**src/rtl/gate_unit_arbiter.sv**
```systemverilog
// Two-requester round-robin front end for a single NOR-built gate unit.
// Each granted request is evaluated once and held until the consumer takes it.

// NOR-only realisation of the basic two-input gates.
// Latency: combinational.
// Backpressure: none; outputs follow inputs.
module logic_gates_using_nor (
  input  logic a,
  input  logic b,
  output logic y_and,
  output logic y_or,
  output logic y_not_a,
  output logic y_nand,
  output logic y_xor,
  output logic y_xnor
);
  logic n_ab;
  logic n_a;
  logic n_b;
  logic t_xor;

  assign n_ab    = ~(a | b);
  assign n_a     = ~(a | a);
  assign n_b     = ~(b | b);
  assign y_or    = ~(n_ab | n_ab);
  assign y_and   = ~(n_a | n_b);
  assign y_not_a = n_a;
  assign y_nand  = ~(y_and | y_and);
  // a^b is high exactly when neither "both low" nor "both high" holds.
  assign t_xor   = ~(y_and | n_ab);
  assign y_xor   = t_xor;
  assign y_xnor  = ~(t_xor | t_xor);
endmodule

// Round-robin arbiter feeding one gate unit through an IDLE/EVAL/DONE sequence.
// Latency: grant on the sampling edge, result valid after the next edge.
// Backpressure: result held in DONE until out_ready; new requests ignored while busy.
module gate_unit_arbiter #(
  parameter int CNT_W = 8
) (
  input  logic             clk,
  input  logic             rst,
  input  logic [1:0]       req,
  input  logic             a0,
  input  logic             b0,
  input  logic [2:0]       op0,
  input  logic             a1,
  input  logic             b1,
  input  logic [2:0]       op1,
  output logic [1:0]       gnt,
  output logic             out_valid,
  input  logic             out_ready,
  output logic             result,
  output logic             out_id,
  output logic             out_err,
  output logic             busy,
  output logic [CNT_W-1:0] done_count
);
  typedef enum logic [1:0] {IDLE, EVAL, DONE} state_t;

  state_t     state;
  logic       ptr;
  logic       win;
  logic       a_q;
  logic       b_q;
  logic [2:0] op_q;
  logic       id_q;
  logic       g_and, g_or, g_not_a, g_nand, g_xor, g_xnor;
  logic       gate_res;
  logic       gate_err;

  logic_gates_using_nor u_gates (
    .a      (a_q),
    .b      (b_q),
    .y_and  (g_and),
    .y_or   (g_or),
    .y_not_a(g_not_a),
    .y_nand (g_nand),
    .y_xor  (g_xor),
    .y_xnor (g_xnor)
  );

  // A lone requester always wins; the pointer only breaks ties.
  always_comb begin
    win = ptr;
    if (req == 2'b01) win = 1'b0;
    else if (req == 2'b10) win = 1'b1;
  end

  always_comb begin
    gate_res = 1'b0;
    gate_err = 1'b0;
    case (op_q)
      3'd0:    gate_res = g_and;
      3'd1:    gate_res = g_or;
      3'd2:    gate_res = g_not_a;
      3'd3:    gate_res = g_nand;
      3'd4:    gate_res = g_xor;
      3'd5:    gate_res = g_xnor;
      default: gate_err = 1'b1;
    endcase
  end

  assign busy = (state != IDLE);

  always_ff @(posedge clk or posedge rst) begin
    if (rst) begin
      state      <= IDLE;
      gnt        <= 2'b00;
      out_valid  <= 1'b0;
      result     <= 1'b0;
      out_id     <= 1'b0;
      out_err    <= 1'b0;
      done_count <= '0;
      ptr        <= 1'b0;
      a_q        <= 1'b0;
      b_q        <= 1'b0;
      op_q       <= 3'd0;
      id_q       <= 1'b0;
    end else begin
      case (state)
        IDLE: begin
          if (req != 2'b00) begin
            id_q  <= win;
            a_q   <= win ? a1 : a0;
            b_q   <= win ? b1 : b0;
            op_q  <= win ? op1 : op0;
            gnt   <= win ? 2'b10 : 2'b01;
            ptr   <= ~win;
            state <= EVAL;
          end
        end
        EVAL: begin
          gnt       <= 2'b00;
          result    <= gate_res;
          out_err   <= gate_err;
          out_id    <= id_q;
          out_valid <= 1'b1;
          state     <= DONE;
        end
        DONE: begin
          if (out_ready) begin
            out_valid  <= 1'b0;
            done_count <= done_count + CNT_W'(1);
            state      <= IDLE;
          end
        end
        default: state <= IDLE;
      endcase
    end
  end
endmodule

```
**config.mk**
```make
export PLATFORM = sky130hd
export DESIGN_NAME = gate_unit_arbiter
export DESIGN_NICKNAME = d
export VERILOG_FILES = /design/src/rtl/gate_unit_arbiter.sv
export SDC_FILE = /design/constraint.sdc
export NUM_CORES = 1
export LEC_CHECK = 0
export CAP_MARGIN = 20
export CORE_ASPECT_RATIO = 1.4
export CORE_UTILIZATION = 39
export CTS_CLUSTER_SIZE = 16
export DETAILED_ROUTE_END_ITERATION = 8
export HOLD_SLACK_MARGIN = 0.05
export PLACE_DENSITY_LB_ADDON = 0.25
export SETUP_SLACK_MARGIN = 0.3
export SLEW_MARGIN = 20
export SYNTH_ARGS = -nofsm -noshare
export SYNTH_HDL_FRONTEND = slang
export SYNTH_HIERARCHICAL = 1
export SYNTH_SLANG_ARGS = --single-unit
```
**constraint.sdc**
```tcl
create_clock -name clk -period 1.9 [get_ports clk]
set_input_delay 0.285 -clock clk [delete_from_list [all_inputs] [get_ports clk]]
set_output_delay 0.285 -clock clk [all_outputs]
set_load 0.1 [all_outputs]
```
After elaboration in Yosys (flattened, before gate mapping)
Index checks and enable logic that the tools add are counted.
{"block": "op_classes", "add_sub_neg": 1, "n_eq_ne": 11, "n_mux": 15, "bitwise_logic": 9, "reduce_logical": 12}
{"operator": "$reduce_and 2->1", "n": 5}
{"operator": "$add 8x1->8 const B", "n": 1}
{"operator": "$mux 2", "n": 4}
{"operator": "$reduce_bool 2->1", "n": 4}
{"operator": "$eq 3x2->1 const B", "n": 2}
{"operator": "$eq 3x3->1 const B", "n": 2}
{"operator": "$mux 1", "n": 6}
{"operator": "$not 1->1", "n": 6}
{"operator": "$pmux 1 s6", "n": 1}
{"operator": "$pmux 2 s3", "n": 1}
{"operator": "$reduce_or 6->1", "n": 1}
{"operator": "$eq 2x1->1 const B", "n": 2}
{"operator": "$eq 2x2->1 const B", "n": 2}
{"operator": "$ne 2x2->1 const B", "n": 2}
{"operator": "$pmux 2 s2", "n": 1}
{"operator": "$eq 3x1->1 const B", "n": 1}
{"operator": "$logic_not 3->1", "n": 1}
{"operator": "$mux 3", "n": 1}
{"operator": "$or 1x1->1", "n": 3}
{"operator": "$logic_not 2->1", "n": 1}
{"operator": "$pmux 1 s2", "n": 1}
{"block": "totals", "regBits": 23, "in_bits": 15, "output_inout_bits": 15, "word_cells": 60}

Depth between registers and ports, before layout
{"block": "depth", "word_depth": 6, "mapped_depth": 6, "ltp_nobuf": 6}

Modules after synthesis
The synthesis kept the hierarchy.
{"mod": "gate_unit_arbiter", "instances": 1, "cells_each": 82, "area_per_inst_um2": 1007.2, "seq_area_each_um2": 575.6}
{"mod": "logic_gates_using_nor", "instances": 1, "cells_each": 8, "area_per_inst_um2": 56.3, "seq_area_each_um2": 0.0}

Worst setup path after synthesis
Ideal clock, no wire load.
{"block": "synth_timing", "kind": "register to register", "from": "reg done_count[0]", "to": "reg done_count[4]", "setup_time_ns": 0.160, "arrival_time_ns": 1.704, "required_time_ns": 1.740, "slack_ns": 0.037, "stages_incl_launch_ff": 5, "n_path_buf": 0, "period_less_slack_ns": 1.863, "path_cell_list": "dfrtp_1 ha_1 and4b_1 nand3_1 xnor2_1"}
{"block": "synth_via", "elab_chain_cells": 1}
{"item": "start, declared", "line_no": "57", "rtl": "output logic [CNT_W-1:0] done_count"}
{"item": "start signal, assigned", "line_no": "144", "rtl": "done_count <= done_count + CNT_W'(1);"}
{"item": "$add 8x1->8", "line_no": "144"}
Every way passes these cells.
A chain may end at the register's enable or synchronous reset.

Final worst setup path
{"block": "layout_timing", "from": "reg a_q", "to": "reg result"}
{"block": "layout_via", "elab_chain_cells": 6, "word_cells_on_any_way": 8, "classes_between": "1 x mux; 7 x bitwise"}
{"item": "start, declared", "line_no": "64", "rtl": "logic a_q;"}
{"item": "start signal, assigned", "line_no": "125", "rtl": "a_q <= win ? a1 : a0;"}
{"item": "$not 1->1 (*)", "line_no": "23", "rtl": "assign n_a = ~(a | a);"}
{"item": "via g_not_a", "line_no": "68", "rtl": "logic g_and, g_or, g_not_a, g_nand, g_xor, g_xnor;"}
{"item": "$or 1x1->1", "line_no": "26", "rtl": "assign y_and = ~(n_a | n_b);"}
{"item": "$not 1->1", "line_no": "26"}
{"item": "$or 1x1->1", "line_no": "30", "rtl": "assign t_xor = ~(y_and | n_ab);"}
{"item": "$not 1->1", "line_no": "30"}
{"item": "$pmux 1 s6 (*)", "line_no": "93", "rtl": "case (op_q)"}
{"item": "end signal, assigned", "line_no": "135", "rtl": "result <= gate_res;"}
{"item": "end, declared", "line_no": "53", "rtl": "output logic result,"}
The timed path passes the listed nets; every way through them passes the cells marked *.

==> qor.csv <==
stage,metric,value,unit
run_status,outcome,"finished, final reports clean",
hold_path,HP Class,primary input to async pin,
clocking,Num CTS Buffers,3,
sta,Final Max Slew Viols,0,
cells_and_area,final core occ,0.5411,
placement,pre-CTS WS,162.0,ps
synthesis,adder-cell share of the synthesized area,0.04706,
routing,via density per instance,4.925,
sta,RSZ-0062 raised after global routing,yes,
clocking,# hold bufs at CTS,0,
sta,fin worst setup slack,313.3,ps
synthesis,Cell variety after synth,32,
cells_and_area,sequential cell area,583.1,um2
cells_and_area,synth-to-layout area growth,33.06,%
synthesis,async set-reset flop share out of synthesis,1.000,
synthesis,Yosys top cell by area,dfrtp_1,
synthesis,synth cell count leaders,"23 x dfrtp_1, 8 x inv_1, 7 x and3_1",
placement,HPWL Detailed,1551,um
synthesis,mux share of post-synthesis cell area,0.05176,
synthesis,top-count cell post-synth,dfrtp_1,
sta,Setup TNS,0,ps
global_routing,initial antenna violation count,0,
synthesis,"flops & latches, synth",23,
sta,min cycle time layout,1587,ps
clocking,CTS H-tree lvls,1,
die,die width,46.14,um
cells_and_area,fill cell count,239,
routing,Total Wirelength,1997,um
cells_and_area,Final #Nets,143,
sta,worst clock skew,3.969,ps
synthesis,Post-Synth Simple-Gate Area,0.1447,
clocking,"CTS clk-pin slew, worst paths",120,ps
synthesis,top cell type's share of synthesized area,0.5412,
flow_run,max_cap viols,0,
die,Starting Density,0.4067,
clocking,worst-skew pair later-pin latency,300,ps
synthesis,Syn Inst Count,90,
routing,Vias,783,
synthesis,Mean Syn Cell Area,11.82,um2
routing,1st-iter DRT viols,30,
routing,antenna-violating nets left,0,
worst_setup_path,Worst Path Buf+Inv,2,
global_routing,total grt overflow,0,
global_routing,global-route usage over all layers,0.1589,
clocking,CTS tree,done,
synthesis,Synthesis Warnings,6,
worst_setup_path,critical-path cell list,"inv_2, ha_1, inv_1, mux4_2, nor3b_2, a211o_1",
synthesis,top post-synthesis cells by area,"dfrtp_1 54%, ha_1 4.7%, and3_1 4.1%",
worst_setup_path,CP max stage cell,dfrtp_1,
worst_setup_path,Crit path max-delay family,flip-flops,
routing,residual DRC count,0,
routing,Routed WL per cell,12.56,um
clocking,CTS Buffer Depth,2,
global_routing,first-pass GRT wire length,3456,um
cells_and_area,# diodes,0,
die,die span in y,63.79,um
worst_setup_path,CP Class,flop to flop,
clocking,CTS Sinks,23,
synthesis,Mapped Area,1064,um2
die,# rows,22,
die,Ports,30,
worst_setup_path,CP Launch Type,flop,
sta,period utilization,0.8351,
synthesis,ys flop type,dfrtp_1,
sta,relative slew slack,0.5706,
synthesis,Post-Syn Nets,109,
clocking,Root Driver,clkbuf_4,
worst_setup_path,Worst EP arrival,1780,ps
synthesis,main combinational cell family by area after synthesis,simple AND/OR/NAND/NOR gates,
sta,fmax,630.2,MHz
synthesis,Synth Area in Compound Gates,0.1106,
sta,final hold vios,0,
synthesis,post-synthesis xor/xnor area fraction,0.05765,
die,Die ar.,2943,um2
worst_setup_path,crit-path max FO,4,
global_routing,largest net degree at the start of global routing,16,
sta,Worst Tran Pin Value,639.8,ps
synthesis,sequential cell area fraction in the yosys report,0.5412,
synthesis,Post-synth EDFFs,0,
placement,Port Buffers,29,
placement,Final GP Congestion,0.7637,
cells_and_area,share of layout cells above drive strength 1,0.2764,
worst_setup_path,Worst Path Required,2090,ps
sta,final setup fails,0,
worst_setup_path,CP max stage delay,440,ps
routing,DRT Pass-1 Iters,3,
global_routing,vias in the first global route,794,
cells_and_area,area occupied by multi-input gates,442.9,um2
worst_setup_path,crit end category,flop,
die,core area,2615,um2
==> sequential cells by signal, indices dropped and copies added, names as in the netlist <==
register    count
done_count      8
state           2
gnt             2
op_q            3
result          1
out_err         1
a_q             1
ptr             1
out_id          1
id_q            1
out_valid       1
b_q             1
==> final timing paths <==
check                      slack [ps]                      start                   endpoint  depth (start not counted)
setup / recovery                  310            a_q$_DFFE_PP0P_         result$_DFFE_PP0P_                          6
hold / removal                    240                        rst  done_count[7]$_DFFE_PP0P_                          2
setup reg to reg                  310            a_q$_DFFE_PP0P_         result$_DFFE_PP0P_                          6
hold reg to reg                   480  done_count[7]$_DFFE_PP0P_  done_count[7]$_DFFE_PP0P_                          1
max in group asynchronous        1140                        rst            ptr$_DFFE_PP0P_                          3
min in group clk                  480  done_count[7]$_DFFE_PP0P_  done_count[7]$_DFFE_PP0P_                          1
==> final cells by class <==
| cell class | count | area share |
|---|---|---|
| Clock buffer | 4 | 0.01857 |
| Inverter | 8 | 0.02122 |
| Multi-Input combinational cell | 56 | 0.3130 |
| Sequential cell | 23 | 0.4120 |
| Tap cell | 36 | 0.03183 |
| Timing Repair Buffer | 32 | 0.2034 |
==> logic make-up after synthesis <==
| kind of cell | after synthesis |
|---|---|
| AOI/OAI and AO/OA | 14 |
| and+or+nand+nor | 27 |
| xor gates and xnor gates | 7 |
| adders and majority gates | 4 |
| buffers and inverters | 11 |
| muxes | 4 |
| DFF | 23 |
==> layer usage <==
metal,up-vias,wire (um),track usage,part of all wire
met5,-,0,0,0
met1,377,911,0.2214,0.46
met3,2,43,0.02542,0.022
met4,0,16,0.04412,0.0080
met2,15,1026,0.2500,0.51
li1,389,-,-,-
==> cell usage in the layout (no fill, tap or decap), types with 3 or more instances in the layout <==
| master | Yosys | routed |
|---|---|---|
| a221o_1 | 4 | 4 |
| xor2_1 | 4 | 4 |
| nand2_1 | 5 | 5 |
| dfrtp_2 | 0 | 6 |
| xnor2_1 | 3 | 3 |
| nand3_1 | 3 | 3 |
| buf_4 | 0 | 17 |
| dfrtp_1 | 23 | 17 |
| and3_1 | 7 | 7 |
| clkdlybuf4s50_1 | 0 | 14 |
| inv_1 | 8 | 7 |
| nand2b_1 | 3 | 3 |
| clkbuf_4 | 0 | 3 |
| ha_1 | 4 | 4 |
==> worst register-to-register path: cells and delay by family (launching register included) <==
family / cells / cell delay [ps]
flip-flops: 1 / 440
buffers and inverters: 2 / 110
AND/OR/NAND/NOR: 1 / 160
multiplexers: 1 / 420
adder cells (fa/ha/maj): 1 / 140
AO/OA/AOI/OAI: 1 / 230
==> repair_timing <==
action,CTS,global route
buffers inserted,2,0
setup endpoints to repair,1,1
gates resized for setup,2,0
pin swaps,1,0
==> metrics by stage <==
| step | hold slack [ps] | instances | area, um2 |
|---|---|---|---|
| after floorplan | 286.5 | 90 | 1071 |
| after global placement | 461.3 | 153 | 1369 |
| after detailed placement | 469.9 | 153 | 1369 |
| after CTS | 242.8 | 159 | 1415 |
| after global routing | 262.2 | 159 | 1415 |
| final | 244.1 | 159 | 1415 |
Power is not shown: default switching activity piles up to over one toggle a cycle in this logic, so the estimate is an artifact.
